### src/rtl/zeroriscy_trace_encoder_if.sv
`timescale 1ns/1ps
`default_nettype none
// ============================================================================
//  Module      : zeroriscy_trace_encoder_if
//  Description : Retire-event capture bus and trace word stream between the
//                core, the trace encoder and the trace sink.
//  Revision    : 1.0 - initial release
// ============================================================================
interface zeroriscy_trace_encoder_if;
    // Retire event side
    logic        trace_en;
    logic        retire_valid;
    logic [31:0] retire_pc;
    logic [31:0] retire_instr;
    logic        retire_rd_we;
    logic [4:0]  retire_rd_addr;
    logic [31:0] retire_rd_wdata;
    logic        retire_mem_en;
    logic [31:0] retire_mem_addr;
    // Trace word stream side
    logic        tx_valid;
    logic        tx_ready;
    logic [31:0] tx_data;
    logic        tx_last;
    // Status
    logic [15:0] drop_cnt;
    logic [4:0]  fifo_level;

    // Driver of retire events and consumer of trace words
    modport master (
        output trace_en, retire_valid, retire_pc, retire_instr, retire_rd_we,
               retire_rd_addr, retire_rd_wdata, retire_mem_en, retire_mem_addr,
               tx_ready,
        input  tx_valid, tx_data, tx_last, drop_cnt, fifo_level
    );

    // The encoder itself
    modport slave (
        input  trace_en, retire_valid, retire_pc, retire_instr, retire_rd_we,
               retire_rd_addr, retire_rd_wdata, retire_mem_en, retire_mem_addr,
               tx_ready,
        output tx_valid, tx_data, tx_last, drop_cnt, fifo_level
    );
endinterface
`default_nettype wire

### src/rtl/zeroriscy_trace_encoder.sv
`timescale 1ns/1ps
`default_nettype none
// ============================================================================
//  Module      : zeroriscy_trace_encoder
//  Description : Captures retired-instruction records into a small FIFO and
//                serializes each record as a 3..5 word trace packet
//                (HDR, PC, INSTR, optional RD, optional MEM).
//  Revision    : 1.0 - initial release
// ============================================================================
module zeroriscy_trace_encoder #(
    parameter int FIFO_DEPTH = 4    // power of two, 2..16
) (
    input  wire logic clk,
    input  wire logic rst,
    zeroriscy_trace_encoder_if.slave bus
);

    localparam int         c_PTR_W     = (FIFO_DEPTH > 1) ? $clog2(FIFO_DEPTH) : 1;
    localparam logic [4:0] c_DEPTH_LVL = 5'(FIFO_DEPTH);

    localparam logic [2:0] c_ST_IDLE  = 3'd0;
    localparam logic [2:0] c_ST_HDR   = 3'd1;
    localparam logic [2:0] c_ST_PC    = 3'd2;
    localparam logic [2:0] c_ST_INSTR = 3'd3;
    localparam logic [2:0] c_ST_RD    = 3'd4;
    localparam logic [2:0] c_ST_MEM   = 3'd5;

    typedef struct packed {
        logic [31:0] pc;
        logic [31:0] instr;
        logic        rd_flag;
        logic [4:0]  rd_addr;
        logic [31:0] rd_wdata;
        logic        mem_en;
        logic [31:0] mem_addr;
        logic [7:0]  seq;
        logic [8:0]  drops;
    } rec_t;

    rec_t               r_fifo [FIFO_DEPTH];
    logic [c_PTR_W-1:0] r_wr_ptr;
    logic [c_PTR_W-1:0] r_rd_ptr;
    logic [4:0]         r_level;
    logic [7:0]         r_seq;
    logic [8:0]         r_pending_drops;
    logic [15:0]        r_drop_cnt;
    logic [2:0]         r_state;

    logic               w_capture;
    logic               w_full;
    logic               w_push;
    logic               w_drop;
    logic               w_hs;
    logic               w_last;
    logic               w_pop;
    logic [2:0]         w_end_state;
    logic [2:0]         w_state_nxt;
    logic [31:0]        w_data;
    rec_t               w_new_rec;
    rec_t               w_head;

    // Full is judged on the registered level, so a same-cycle pop never
    // makes room for a push.
    assign w_capture = bus.retire_valid && bus.trace_en;
    assign w_full    = (r_level == c_DEPTH_LVL);
    assign w_push    = w_capture && !w_full;
    assign w_drop    = w_capture && w_full;
    assign w_hs      = (r_state != c_ST_IDLE) && bus.tx_ready;
    assign w_pop     = w_hs && w_last;
    assign w_head    = r_fifo[r_rd_ptr];

    assign w_new_rec = '{
        pc:       bus.retire_pc,
        instr:    bus.retire_instr,
        rd_flag:  bus.retire_rd_we && (bus.retire_rd_addr != 5'd0),
        rd_addr:  bus.retire_rd_addr,
        rd_wdata: bus.retire_rd_wdata,
        mem_en:   bus.retire_mem_en,
        mem_addr: bus.retire_mem_addr,
        seq:      r_seq,
        drops:    r_pending_drops
    };

    // Record storage; contents are only meaningful between the pointers
    always_ff @(posedge clk) begin
        if (w_push) begin
            r_fifo[r_wr_ptr] <= w_new_rec;
        end
    end

    // FIFO pointers and occupancy; pointers wrap naturally at FIFO_DEPTH
    always_ff @(posedge clk) begin
        if (rst) begin
            r_wr_ptr <= '0;
            r_rd_ptr <= '0;
            r_level  <= 5'd0;
        end else begin
            if (w_push) begin
                r_wr_ptr <= r_wr_ptr + c_PTR_W'(1);
            end
            if (w_pop) begin
                r_rd_ptr <= r_rd_ptr + c_PTR_W'(1);
            end
            case ({w_push, w_pop})
                2'b10:   r_level <= r_level + 5'd1;
                2'b01:   r_level <= r_level - 5'd1;
                default: r_level <= r_level;
            endcase
        end
    end

    // Sequence number and drop accounting; drops since the last accepted
    // record ride along in that next record's header
    always_ff @(posedge clk) begin
        if (rst) begin
            r_seq           <= 8'd0;
            r_pending_drops <= 9'd0;
            r_drop_cnt      <= 16'd0;
        end else begin
            if (w_push) begin
                r_seq           <= r_seq + 8'd1;
                r_pending_drops <= 9'd0;
            end else if (w_drop) begin
                if (r_pending_drops != 9'h1FF) begin
                    r_pending_drops <= r_pending_drops + 9'd1;
                end
            end
            if (w_drop && (r_drop_cnt != 16'hFFFF)) begin
                r_drop_cnt <= r_drop_cnt + 16'd1;
            end
        end
    end

    // Serializer next state; a finished record chains straight into the
    // next header when another record is already queued behind it
    always_comb begin
        w_end_state = (r_level > 5'd1) ? c_ST_HDR : c_ST_IDLE;
        w_state_nxt = r_state;
        case (r_state)
            c_ST_IDLE: begin
                if (r_level != 5'd0) w_state_nxt = c_ST_HDR;
            end
            c_ST_HDR: begin
                if (w_hs) w_state_nxt = c_ST_PC;
            end
            c_ST_PC: begin
                if (w_hs) w_state_nxt = c_ST_INSTR;
            end
            c_ST_INSTR: begin
                if (w_hs) begin
                    if (w_head.rd_flag)     w_state_nxt = c_ST_RD;
                    else if (w_head.mem_en) w_state_nxt = c_ST_MEM;
                    else                    w_state_nxt = w_end_state;
                end
            end
            c_ST_RD: begin
                if (w_hs) w_state_nxt = w_head.mem_en ? c_ST_MEM : w_end_state;
            end
            c_ST_MEM: begin
                if (w_hs) w_state_nxt = w_end_state;
            end
            default: w_state_nxt = c_ST_IDLE;
        endcase
    end

    // Serializer state register; reset abandons any partial record
    always_ff @(posedge clk) begin
        if (rst) begin
            r_state <= c_ST_IDLE;
        end else begin
            r_state <= w_state_nxt;
        end
    end

    // Word and last-flag selection purely from state and FIFO head, so both
    // hold steady while the sink stalls
    always_comb begin
        w_data = 32'd0;
        w_last = 1'b0;
        case (r_state)
            c_ST_HDR:   w_data = {8'hA5, w_head.seq, w_head.rd_flag, w_head.mem_en,
                                  w_head.rd_addr, w_head.drops};
            c_ST_PC:    w_data = w_head.pc;
            c_ST_INSTR: begin
                w_data = w_head.instr;
                w_last = !w_head.rd_flag && !w_head.mem_en;
            end
            c_ST_RD: begin
                w_data = w_head.rd_wdata;
                w_last = !w_head.mem_en;
            end
            c_ST_MEM: begin
                w_data = w_head.mem_addr;
                w_last = 1'b1;
            end
            default: begin
                w_data = 32'd0;
                w_last = 1'b0;
            end
        endcase
    end

    assign bus.tx_valid   = (r_state != c_ST_IDLE);
    assign bus.tx_data    = w_data;
    assign bus.tx_last    = w_last;
    assign bus.drop_cnt   = r_drop_cnt;
    assign bus.fifo_level = r_level;

endmodule
`default_nettype wire

### src/flat_wrapper.sv
// flat-port wrapper written by rule: the top's interface ports become plain ports
module zeroriscy_trace_encoder_flat 
#(
    parameter int FIFO_DEPTH = 4                          
)
  (clk, rst, bus_trace_en, bus_retire_valid, bus_retire_pc, bus_retire_instr, bus_retire_rd_we, bus_retire_rd_addr, bus_retire_rd_wdata, bus_retire_mem_en, bus_retire_mem_addr, bus_tx_ready, bus_tx_valid, bus_tx_data, bus_tx_last, bus_drop_cnt, bus_fifo_level);
  zeroriscy_trace_encoder_if bus_i ();
  input  wire logic clk;
  input  wire logic rst;
  input wire logic [$bits(bus_i.trace_en)-1:0] bus_trace_en;
  input wire logic [$bits(bus_i.retire_valid)-1:0] bus_retire_valid;
  input wire logic [$bits(bus_i.retire_pc)-1:0] bus_retire_pc;
  input wire logic [$bits(bus_i.retire_instr)-1:0] bus_retire_instr;
  input wire logic [$bits(bus_i.retire_rd_we)-1:0] bus_retire_rd_we;
  input wire logic [$bits(bus_i.retire_rd_addr)-1:0] bus_retire_rd_addr;
  input wire logic [$bits(bus_i.retire_rd_wdata)-1:0] bus_retire_rd_wdata;
  input wire logic [$bits(bus_i.retire_mem_en)-1:0] bus_retire_mem_en;
  input wire logic [$bits(bus_i.retire_mem_addr)-1:0] bus_retire_mem_addr;
  input wire logic [$bits(bus_i.tx_ready)-1:0] bus_tx_ready;
  output wire logic [$bits(bus_i.tx_valid)-1:0] bus_tx_valid;
  output wire logic [$bits(bus_i.tx_data)-1:0] bus_tx_data;
  output wire logic [$bits(bus_i.tx_last)-1:0] bus_tx_last;
  output wire logic [$bits(bus_i.drop_cnt)-1:0] bus_drop_cnt;
  output wire logic [$bits(bus_i.fifo_level)-1:0] bus_fifo_level;
  assign bus_i.trace_en = bus_trace_en;
  assign bus_i.retire_valid = bus_retire_valid;
  assign bus_i.retire_pc = bus_retire_pc;
  assign bus_i.retire_instr = bus_retire_instr;
  assign bus_i.retire_rd_we = bus_retire_rd_we;
  assign bus_i.retire_rd_addr = bus_retire_rd_addr;
  assign bus_i.retire_rd_wdata = bus_retire_rd_wdata;
  assign bus_i.retire_mem_en = bus_retire_mem_en;
  assign bus_i.retire_mem_addr = bus_retire_mem_addr;
  assign bus_i.tx_ready = bus_tx_ready;
  assign bus_tx_valid = bus_i.tx_valid;
  assign bus_tx_data = bus_i.tx_data;
  assign bus_tx_last = bus_i.tx_last;
  assign bus_drop_cnt = bus_i.drop_cnt;
  assign bus_fifo_level = bus_i.fifo_level;
  zeroriscy_trace_encoder #(.FIFO_DEPTH(FIFO_DEPTH)) u_core (.clk(clk), .rst(rst), .bus(bus_i));
endmodule
### config.mk
export PLATFORM = sky130hd
export DESIGN_NAME = zeroriscy_trace_encoder_flat
export DESIGN_NICKNAME = d
export VERILOG_FILES = /design/src/rtl/zeroriscy_trace_encoder_if.sv /design/src/rtl/zeroriscy_trace_encoder.sv /design/src/flat_wrapper.sv
export SDC_FILE = /design/constraint.sdc
export NUM_CORES = 1
export LEC_CHECK = 0
export BUFFER_PORTS_ARGS = -buffer_cell sky130_fd_sc_hd__buf_2
export CAP_MARGIN = 10
export CORE_MARGIN = 5
export CORE_UTILIZATION = 45
export DETAILED_ROUTE_END_ITERATION = 12
export SYNTH_ARGS = -nofsm -noshare
export SYNTH_HDL_FRONTEND = slang
export SYNTH_SLANG_ARGS = --single-unit
### constraint.sdc
create_clock -name clk -period 12.5 [get_ports clk]
set_input_delay 1.875 -clock clk [delete_from_list [all_inputs] [get_ports clk]]
set_output_delay 1.875 -clock clk [all_outputs]
set_load 0.01 [all_outputs]
Word-level counts from Yosys, hierarchy flattened
Memory sizes are Yosys's and may differ from the RTL's. A register that Yosys moved wholly into a read port is not among the register bits.
Index checks and enable logic that the tools add are counted.
{"block": "classes", "mux": 17, "magnitude_cmp": 1, "reduce_logical": 19, "addsub": 7, "n_eq_ne": 16}
{"op": "case mux 32 bit (5 select lines)", "n": 1}
{"op": "2-to-1 mux 3 bit", "n": 8}
{"op": "case mux 3 bit (6 select lines)", "n": 1}
{"op": "adder 16 x 1 -> 16 bit (second input constant)", "n": 1}
{"op": "!= test 16 bit (second input constant)", "n": 1}
{"op": "!= test 2 x 1 -> 1 bit (second input constant)", "n": 6}
{"op": "case mux 5 bit (2 select lines)", "n": 1}
{"op": "nonzero test 5 bit", "n": 2}
{"op": "adder 9 x 1 -> 9 bit (second input constant)", "n": 1}
{"op": "!= test 9 bit (second input constant)", "n": 1}
{"op": "adder 8 x 1 -> 8 bit (second input constant)", "n": 1}
{"op": "logical AND 1 bit", "n": 8}
{"op": "== test 3 x 2 -> 1 bit (second input constant)", "n": 2}
{"op": "== test 3 bit (second input constant)", "n": 2}
{"op": "AND reduction 6 bit", "n": 1}
{"op": "adder 5 x 1 -> 5 bit (second input constant)", "n": 1}
{"op": "== test 5 x 3 -> 1 bit (second input constant)", "n": 1}
{"op": "greater-than comparator 5 x 1 -> 1 bit (second input constant)", "n": 1}
{"op": "subtractor 5 x 1 -> 5 bit (second input constant)", "n": 1}
{"op": "adder 2 x 1 -> 2 bit (second input constant)", "n": 2}
{"op": "2-to-1 mux 2 bit", "n": 2}
{"op": "== test 3 x 1 -> 1 bit (second input constant)", "n": 1}
{"op": "zero test 1 bit", "n": 3}
{"op": "zero test 3 bit", "n": 1}
{"op": "8 further kinds", "n": 10}
{"block": "totals", "elab_cells": 68, "memories": 1, "mem_bits_rw": 608, "ff_bits": 45, "input_bits": 140, "out_inout_bits": 55}
{"memory": "u_core.r_fifo", "depth": 4, "word_bits": 152, "rd": 1, "rd_clocked_by_memory_dff": 1, "write_ports": 1, "line": "zeroriscy_trace_encoder.sv:40", "source": "rec_t r_fifo [FIFO_DEPTH];"}

Logic depth before layout (Yosys ltp)
Gate-level depths: netlist (run 1).
{"block": "logic_depth", "depth_word": 6, "mapped_depth": 12, "depth_no_buf": 11}

Least setup slack after synthesis (run 1)
OpenSTA, ideal clock, no wires.
{"block": "synth_path", "path_kind": "input to register", "from": "input port bus_retire_valid", "to": "memory u_core.r_fifo[0][0] (netlist bit), enable pin", "n_path_buf": 1, "required_ps": 11970, "arrival_time_ps": 6027, "setup_ps": 530, "path_slack_ps": 5943, "stages": 4, "cell_sequence": "nand2_1 nor2_1 clkbuf_1 and2_1"}
{"block": "synth_via", "elab_chain_len": 4}
{"item": "start, declared", "line": "flat_wrapper.sv:11", "source": "input wire logic [$bits(bus_i.retire_valid)-1:0] bus_retire_valid;"}
{"item": "logical AND 1 bit", "line": "zeroriscy_trace_encoder.sv:64", "source": "assign w_capture = bus.retire_valid && bus.trace_en;"}
{"item": "logical AND 1 bit", "line": "zeroriscy_trace_encoder.sv:66", "source": "assign w_push = w_capture && !w_full;"}
{"item": "2-to-1 mux 1 bit", "line": "zeroriscy_trace_encoder.sv:86", "source": "if (w_push) begin"}
{"item": "2-to-1 mux 1 bit (not written as such)", "line": "zeroriscy_trace_encoder.sv:87", "source": "r_fifo[r_wr_ptr] <= w_new_rec;"}
{"item": "end, declared", "line": "zeroriscy_trace_encoder.sv:40"}
No other way between the ends.

==> results of run 1 <==
==> worst max path at each step <==
stage	to	cells past startpoint	slack, ns	start
floorplan	u_core.r_fifo[0][0]$_DFFE_PP_	4	5.94	bus_retire_valid
global placement	bus_tx_data[14]	8	6.49	flip-flop
detailed placement	bus_tx_data[14]	8	6.50	flip-flop
CTS	bus_tx_data[14]	8	5.86	flip-flop
global route	bus_tx_data[14]	8	5.67	flip-flop
finish	bus_tx_data[14]	8	6.13	flip-flop
==> logic make-up after synthesis <==
family          after synthesis  synth area share, %
compound gates              146                3.515
xor+xnor                     32                1.106
fa+ha+maj                    13               0.6418
buf+inv                      80                1.303
flops                       655                75.75
mux                         161                13.89
simple gates                202                3.792
==> worst reg2reg max path, cell delays in order, from the launching register on <==
cell and delay [ns]:
dfxtp_4 0.85, buf_4 0.79, buf_4 0.80, mux4_2 0.71, inv_1 0.16, nand2_1 0.06
o21ai_1 0.27, ha_1 0.31, nand2_1 0.09, or3_1 0.31, a21oi_1 0.20, xnor2_1 0.14
nor2_1 0.05
==> through the flow <==
step | utilization (%) | hold WS [ns] | setup WS, ns | cell area, um2 | instances
after floorplan | - | 0.4692 | 5.943 | 25340 | 1289
after global placement | 48.41 | 0.4781 | 6.489 | 27140 | 2186
after detailed placement | 48.41 | 0.4949 | 6.503 | 27140 | 2186
after CTS | 51.96 | 0.5033 | 5.862 | 29130 | 2306
after global routing | 51.96 | 0.5476 | 5.669 | 29130 | 2306
final | 52.00 | 0.4974 | 6.127 | 29150 | 2314
==> cells in the final DEF, fill, tap and decap left out, drive strengths merged, types with 2 or more instances in the layout <==
master  Yosys  layout
a211oi      2       2
a21o        2       2
a21oi      92      92
a221oi     29      29
a32oi       4       4
and2        5       5
and3        5       5
and4        2       2
buf        29     213
bufinv      0       2
clkbuf     43      85
clkinv      1      32
dfxtp      47      47
diode       0       8
edfxtp    608     608
ha         13      13
inv         7       9
mux2        5       5
mux2i       4       4
mux4      152     152
nand2      72      72
nand2b      2       2
nand3      21      21
nand3b      2       2
nand4       9       9
nand4b      2       2
nor2       54      54
nor2b       4       4
nor3        9       9
nor4        5       5
o211ai      2       2
o21ai       8       8
or2         2       2
or3         4       4
xnor2      14      14
xor2       18      18
==> power breakdown <==
group	internal [mW]	total, mW	switching [mW]
registers	2.44	2.45	0.0129
logic	0.0957	0.274	0.178
clock network	1.05	1.84	0.785
total	3.59	4.56	0.975
==> flip-flops by register name, indices dropped and copies added (netlist names), named ones only <==
signal	flops
u_core.r_wr_ptr	2
u_core.r_state	3
u_core.r_seq	8
u_core.bus.drop_cnt	16
u_core.r_pending_drops	9
u_core.r_fifo	608
u_core.bus.fifo_level	5
u_core.r_rd_ptr	2
==> layout make-up <==
type / instances / area, um2
inverter: 8 / 30.03
clock buffer: 85 / 1787
fill: 4516 / 26910
antenna: 8 / 20.02
sequential: 655 / 19210
multi-input combinational: 554 / 5839
tap: 756 / 945.9
timing repair buffer: 213 / 1114
clock inverter: 35 / 207.7
==> metal layers <==
metal,vias up,part of all wire (%)
li1,5723,-
met5,-,0.12
met2,348,50
met4,10,1.8
met3,84,6.3
met1,6743,42
==> results.json, run 1 <==
{
  "postCtsSetupBuffers": 0,
  "vdd_drop_max_v": 0.0001118,
  "reg2reg_depth": 12,
  "synth_area_per_cell_um2": 19.66,
  "wire_per_inst_um": 24.57,
  "yosysUniqueCellTypes": 50,
  "cts_hold_buf": 0,
  "synthCells": 1289,
  "drt-total-wl_mm": 56.85,
  "grt_overflow": 0,
  "grt_usage_pct": 18.58,
  "start_util_pct": 45.21,
  "worst_setup_path_start_kind": "flip-flop",
  "rows": 87,
  "finalHoldViolCount": 0,
  "setup.worst_path.end_class": "primary output",
  "cts_root_buf": "clkbuf_16",
  "clkSinkCount": 655,
  "crit_chain": "buf_4 -> buf_4 -> mux4_2 -> nand2_1 -> a21oi_1 -> a21oi_1 -> a21oi_1 -> buf_2",
  "cpPeakStageDelay_ns": 0.85,
  "rsz0062_at_grt": "no",
  "crit_family": "buffers and inverters",
  "worstPathRequired_ns": 10.62,
  "vias": 12910,
  "synth_top_area_share_pct": 72.04,
  "worst-path-buf-inv": 3,
  "cts_resized": 0,
  "use_met3_pct": 4.486,
  "skew_ns": 0.01559,
  "max_slew_margin_pct": 26.68,
  "setup_viol": 0,
  "regToRegSetupSlack_ns": 7.62,
  "synth.net_count": 1442,
  "hold_path_end": "u_core.r_wr_ptr[1]$_SDFFE_PP0P_",
  "place.gp.congestion": 0.7718,
  "dr.pass1.iters": 4,
  "numPortBuffers": 194,
  "clock_path_buffers": 3,
  "seq_area_frac_synth_pct": 75.75,
  "top_usage_layer": "met2",
  "power_density_nw_per_um2": 156.5,
  "worstSkewPairLatency_ns": 0.58,
  "cp_max_fo": 40,
  "die_area_um2": 61160,
  "setup.worst_path.class": "flip-flop to primary output",
  "drive_gt1_share_pct": 30.32,
  "critPathMostFrequentCell": "a21oi_1",
  "area_delta_synth_final_pct": 15.02,
  "core_um2": 56060,
  "grt_max_degree": 75,
  "drt_iter0_drc": 959,
  "cts_buffers": 68,
  "max_clock_freq_mhz": 156.9,
  "period_minus_slack_ns": 6.373,
  "hpwlAfterDp_mm": 33.70,
  "status": "finished, final reports clean",
  "htreeDepth": 3,
  "tns_ns": 0,
  "clkSlewWorstSetupHoldPaths_ns": 0.06,
  "met1_usage_pct": 25.49,
  "ys.flop_type": "edfxtp_1",
  "min_period_over_period_pct": 50.98,
  "power_mw": 4.563,
  "leakage_nw": 9.354,
  "hold_depth": 2,
  "die_w_um": 247.3,
  "grt_pass1_wl_mm": 84.95,
  "drv_cap": 0,
  "hold_class": "flip-flop to flip-flop",
  "vias_per_cell": 5.578,
  "grt_util_met2_pct": 30.76,
  "grt_pass1_vias": 13360,
  "worst-endpoint-arrival_ns": 4.50,
  "slowest_stage": "dfxtp_4",
  "drc": 0,
  "tightest_slew_ns": 1.100,
  "antenna_found_initial": 15,
  "die_y_um": 247.3,
  "synth_area_leaders": "edfxtp_1 72%, mux4_2 14%, dfxtp_1 3.7%",
  "nNetsFinal": 1653,
  "netlist_top_cells_count": "608 x edfxtp_1, 152 x mux4_2, 92 x a21oi_1",
  "cts_tree": "yes",
  "synth_area_um2": 25340,
  "ys_ff_latch": 655,
  "synth-edff-count": 608,
  "post-synth-top-count-cell": "edfxtp_1",
  "async_reset_ff_share_pct": 0,
  "yosys.area.top_type": "edfxtp_1",
  "ios": 195,
  "yosys_warnings": 0,
  "slew_violations": 0,
  "ant_nets": 0,
  "hold_start": "u_core.r_wr_ptr[1]$_SDFFE_PP0P_",
  "reg2reg_to": "u_core.bus.fifo_level[4]$_SDFFE_PP0P_"
}
Power figures use the tool's default switching activity.
==> inputs of run 2 (changes only) <==
==> constraint.sdc (replaced) <==
create_clock -name clk -period 6.7 [get_ports clk]
set_input_delay 1.005 -clock clk [delete_from_list [all_inputs] [get_ports clk]]
set_output_delay 1.005 -clock clk [all_outputs]
set_load 0.01 [all_outputs]
==> results.json, run 2 (synthesis results as in run 1) <==
{
  "finalCoreUtilization_pct": 52.24,
  "vdd_drop_max_v": 0.0001738,
  "drv_cap": 0,
  "worstPathRequired_ns": 5.69,
  "largest_reg_flops": 608,
  "grt_max_degree": 113,
  "grt_pass1_wl_mm": 84.21,
  "post-place-ws_ns": 2.653,
  "vias": 12810,
  "clock_path_buffers": 3,
  "max_clock_freq_mhz": 224.4,
  "core_um2": 56060,
  "drt_iter0_drc": 840,
  "tns_ns": 0,
  "antenna_found_initial": 18,
  "min_period_over_period_pct": 66.51,
  "area_delta_synth_final_pct": 15.56,
  "dp_cells": 2187,
  "skew_ns": 0.01585,
  "ant_nets": 0,
  "finalHoldViolCount": 0,
  "hpwlAfterDp_mm": 33.72,
  "nNetsFinal": 1655,
  "worst_setup_path_start_kind": "flip-flop",
  "cts_tree": "yes",
  "cts_resized": 0,
  "die_w_um": 247.3,
  "cts_buffers": 69,
  "cts_root_buf": "clkbuf_16",
  "clkSinkCount": 655,
  "grt_pass1_vias": 13260,
  "largest-register": "u_core.r_fifo",
  "clkSlewWorstSetupHoldPaths_ns": 0.06,
  "cts_hold_buf": 0,
  "final_cell_mix": "608 x edfxtp_1, 194 x buf_2, 152 x mux4_2",
  "hold_class": "flip-flop to flip-flop",
  "setup.worst_path.end_class": "primary output",
  "vias_per_cell": 5.543,
  "rsz0062_at_grt": "no",
  "ios": 195,
  "power_density_nw_per_um2": 294.7,
  "grt_usage_pct": 18.35,
  "die_area_um2": 61160,
  "htreeDepth": 3,
  "numPortBuffers": 194,
  "start_util_pct": 45.21,
  "drive_gt1_share_pct": 30.70,
  "worstSkewPairLatency_ns": 0.59,
  "status": "finished, final reports clean",
  "leakage_nw": 9.387,
  "rows": 87,
  "worst-endpoint-arrival_ns": 3.45,
  "power_mw": 8.631,
  "postCtsSetupBuffers": 0,
  "wire_per_inst_um": 24.34,
  "dr.pass1.iters": 7,
  "final_cell_count_no_fill": 2310,
  "max_slew_margin_pct": 25.39,
  "tightest_slew_ns": 1.119,
  "multi_input_area_um2": 5839,
  "setup_slack_ns": 2.244,
  "die_y_um": 247.3,
  "drt-total-wl_mm": 56.23,
  "layout_commonest_cell": "edfxtp_1",
  "setup.worst_path.class": "flip-flop to primary output",
  "slew_violations": 0,
  "setup_viol": 0,
  "fillerInstances": 4502,
  "place.gp.congestion": 0.7556,
  "regArea_um2": 19210,
  "period_minus_slack_ns": 4.456,
  "cp_max_fo": 85,
  "drc": 0,
  "grt_overflow": 0
}
run 2: power breakdown:
| part | switching [mW] | internal [mW] | leakage [nW] |
|---|---|---|---|
| clock network | 1.48 | 2.06 | 1.00 |
| registers | 0.0286 | 4.55 | 5.85 |
| logic | 0.326 | 0.180 | 2.53 |
run 2: layer usage:
metal,wire length (um),track usage (%),vias up
met2,27670,29.66,303
li1,-,-,5715
met3,4010,4.972,79
met5,103,0,-
met1,23600,25.28,6692
met4,840,4.341,16
run 2: layout make-up:
| type | instances | area share [%] |
|---|---|---|
| Antenna cell | 10 | 0.08545 |
| Clock buffer | 85 | 6.174 |
| Clock inverter | 28 | 0.8417 |
| Inverter | 8 | 0.1025 |
| Multi-Input combinational cell | 554 | 19.94 |
| Sequential cell | 655 | 65.59 |
| Tap cell | 756 | 3.230 |
| Timing Repair Buffer | 214 | 4.042 |
run 2: path summary, 6_finish.rpt:
check | slack (ns) | cells past startpoint | start | endpoint
max | 2.24 | 5 | flip-flop | bus_tx_data[25]
min | 0.49 | 1 | u_core.r_state[2]$_SDFFE_PP0P_ | u_core.r_state[1]$_SDFFE_PP0P_
max reg2reg | 2.95 | 6 | u_core.bus.fifo_level[0]$_SDFFE_PP0P_ | u_core.r_fifo[0][142]$_DFFE_PP_
min reg2reg | 0.49 | 1 | u_core.r_state[2]$_SDFFE_PP0P_ | u_core.r_state[1]$_SDFFE_PP0P_
run 2: stage by stage:
stage	hold WS (ns)	cell area, um2
6_report	0.4893	29290
5_1_grt	0.5311	29270
4_1_cts	0.4970	29260
3_5_place_dp	0.4960	27210
3_3_place_gp	0.4824	27210
2_1_floorplan	0.4692	25340
run 2: critical path: stages, from the launching register on:
cell and delay (ns):
dfxtp_4 0.71, buf_12 0.52, mux4_2 0.59, a221oi_1 0.52, a21oi_1 0.11, buf_2 0.19
==> inputs of run 3 (changes only) <==
==> constraint.sdc (replaced) <==
create_clock -name clk -period 4.1 [get_ports clk]
set_input_delay 0.615 -clock clk [delete_from_list [all_inputs] [get_ports clk]]
set_output_delay 0.615 -clock clk [all_outputs]
set_load 0.01 [all_outputs]
==> results.json, run 3 (synthesis results as in run 1) <==
{
  "hold_depth": 1,
  "grt_pass1_wl_mm": 85.84,
  "power.share.switching_pct": 21.29,
  "fin_area_um2": 29820,
  "setup.worst_path.end_class": "primary output",
  "grt_overflow": 0,
  "grt_pass1_vias": 13470,
  "clkSinkCount": 655,
  "p_int_mw": 11.44,
  "worst_setup_path_start_kind": "flip-flop",
  "place_area_um2": 27550,
  "ant_nets": 0,
  "slew_violations": 0,
  "hold_start": "bus_retire_rd_wdata[26]",
  "final_cell_count_no_fill": 2345,
  "hold_ws_ns": 0.2233,
  "grt_usage_pct": 18.78,
  "drc": 0,
  "largest-register": "u_core.r_fifo",
  "min_period_over_period_pct": 91.70,
  "finalCoreUtilization_pct": 53.20,
  "antenna_found_initial": 20,
  "p_switching_mw": 3.094,
  "postCtsSetupBuffers": 0,
  "cts_tree": "yes",
  "p_comb_share_pct": 5.8,
  "power_mw": 14.53,
  "dp_cells": 2212,
  "wire_per_inst_um": 24.39,
  "seqPwrFrac_pct": 51.7,
  "regToRegSetupSlack_ns": 0.99,
  "worstPathRequired_ns": 3.48,
  "die_w_um": 247.3,
  "dr.pass1.iters": 5,
  "vdd_drop_max_v": 0.0003530,
  "rows": 87,
  "die_y_um": 247.3,
  "leakage_nw": 9.682,
  "numPortBuffers": 194,
  "worst-endpoint-arrival_ns": 3.14,
  "vias": 12910,
  "slowest_stage": "dfxtp_4",
  "setup_viol": 0,
  "crit_chain": "buf_12 -> mux4_2 -> nand2_1 -> a21oi_1 -> a21oi_1 -> a21oi_1 -> buf_2",
  "finalHoldViolCount": 0,
  "grt_max_degree": 41,
  "cpPeakStageDelay_ns": 0.78,
  "setup_slack_ns": 0.3403,
  "cts_hold_buf": 0,
  "vias_per_cell": 5.507,
  "clkSlewWorstSetupHoldPaths_ns": 0.06,
  "layout_commonest_cell": "edfxtp_1",
  "reg2reg_depth": 10,
  "worstSkewPairLatency_ns": 0.60,
  "clock_path_buffers": 3,
  "drt-total-wl_mm": 57.20,
  "drive_gt1_share_pct": 32.43,
  "tns_ns": 0,
  "worst-path-buf-inv": 2,
  "max_slew_margin_pct": 36.09,
  "status": "finished, final reports clean",
  "place.gp.congestion": 0.7722,
  "largest_reg_flops": 608,
  "cts_root_buf": "clkbuf_16",
  "htreeDepth": 3,
  "cts_resized": 0,
  "reg2reg_to": "u_core.bus.fifo_level[4]$_SDFFE_PP0P_",
  "nNetsFinal": 1681,
  "fillerInstances": 4456,
  "cp_max_fo": 30,
  "cts_buffers": 70,
  "start_util_pct": 45.21,
  "final_cell_mix": "608 x edfxtp_1, 194 x buf_2, 152 x mux4_2",
  "hold_path_end": "u_core.r_fifo[0][76]$_DFFE_PP_",
  "p_clk_share_pct": 42.5,
  "crit_family": "flip-flops",
  "ios": 195,
  "rsz0062_at_grt": "no",
  "drt_iter0_drc": 932,
  "max_clock_freq_mhz": 266.0,
  "setup.worst_path.class": "flip-flop to primary output",
  "critPathMostFrequentCell": "a21oi_1",
  "area_delta_synth_final_pct": 17.68,
  "period_minus_slack_ns": 3.760,
  "skew_ns": 0.01874,
  "hold_class": "input pin to flip-flop",
  "tightest_slew_ns": 0.9566,
  "power_density_nw_per_um2": 487.2,
  "die_area_um2": 61160,
  "core_um2": 56060,
  "hpwlAfterDp_mm": 35.73,
  "post-place-ws_ns": 0.8869,
  "drv_cap": 0
}
run 3: cell types whose count changed in the layout (fill, tap and decap cells not counted), sizes merged:
cell	change
buf	+25
clkbuf	+7
clkinv	+4
diode	-3
inv	+2
bufinv	+1
clkinvlp	-1
run 3: how the worst max path moves through the flow:
stage | cells past startpoint | slack, ns | start | end
floorplan | 6 | 0.19 | u_core.bus.fifo_level[0]$_SDFFE_PP0P_ | u_core.r_fifo[0][0]$_DFFE_PP_
global placement | 7 | 0.88 | flip-flop | bus_tx_data[21]
detailed placement | 7 | 0.89 | flip-flop | bus_tx_data[21]
CTS | 7 | 0.23 | flip-flop | bus_tx_data[21]
global route | 7 | 0.1 | flip-flop | bus_tx_data[15]
finish | 7 | 0.34 | flip-flop | bus_tx_data[15]
run 3: power groups by stage:
stage	Clock (mW)	Sequential, mW	Combinational, mW
6_report	6.18	7.51	0.839
5_1_grt	6.62	7.52	0.910
4_1_cts	6.33	7.51	0.854
3_5_place_dp	0	7.65	0.851
3_3_place_gp	0	7.65	0.841
2_1_floorplan	0	7.62	0.435
run 3: layout make-up:
| type | count | area, um2 | area share [%] |
|---|---|---|---|
| Antenna cell | 7 | 17.52 | 0.05873 |
| Clock buffer | 92 | 1959 | 6.570 |
| Clock inverter | 34 | 301.5 | 1.011 |
| Inverter | 8 | 30.03 | 0.1007 |
| Multi-Input combinational cell | 554 | 5839 | 19.58 |
| Sequential cell | 655 | 19210 | 64.41 |
| Tap cell | 756 | 945.9 | 3.172 |
| Timing Repair Buffer | 239 | 1521 | 5.102 |
run 3: routing by layer:
layer / part of all wire (%) / GRT usage (%) / vias up / wire, um
li1: - / - / 5782 / -
met1: 42 / 25.40 / 6652 / 23930
met2: 49 / 30.61 / 353 / 28080
met3: 7.1 / 5.783 / 101 / 4041
met4: 1.7 / 3.933 / 26 / 986
met5: 0.28 / 0 / - / 159
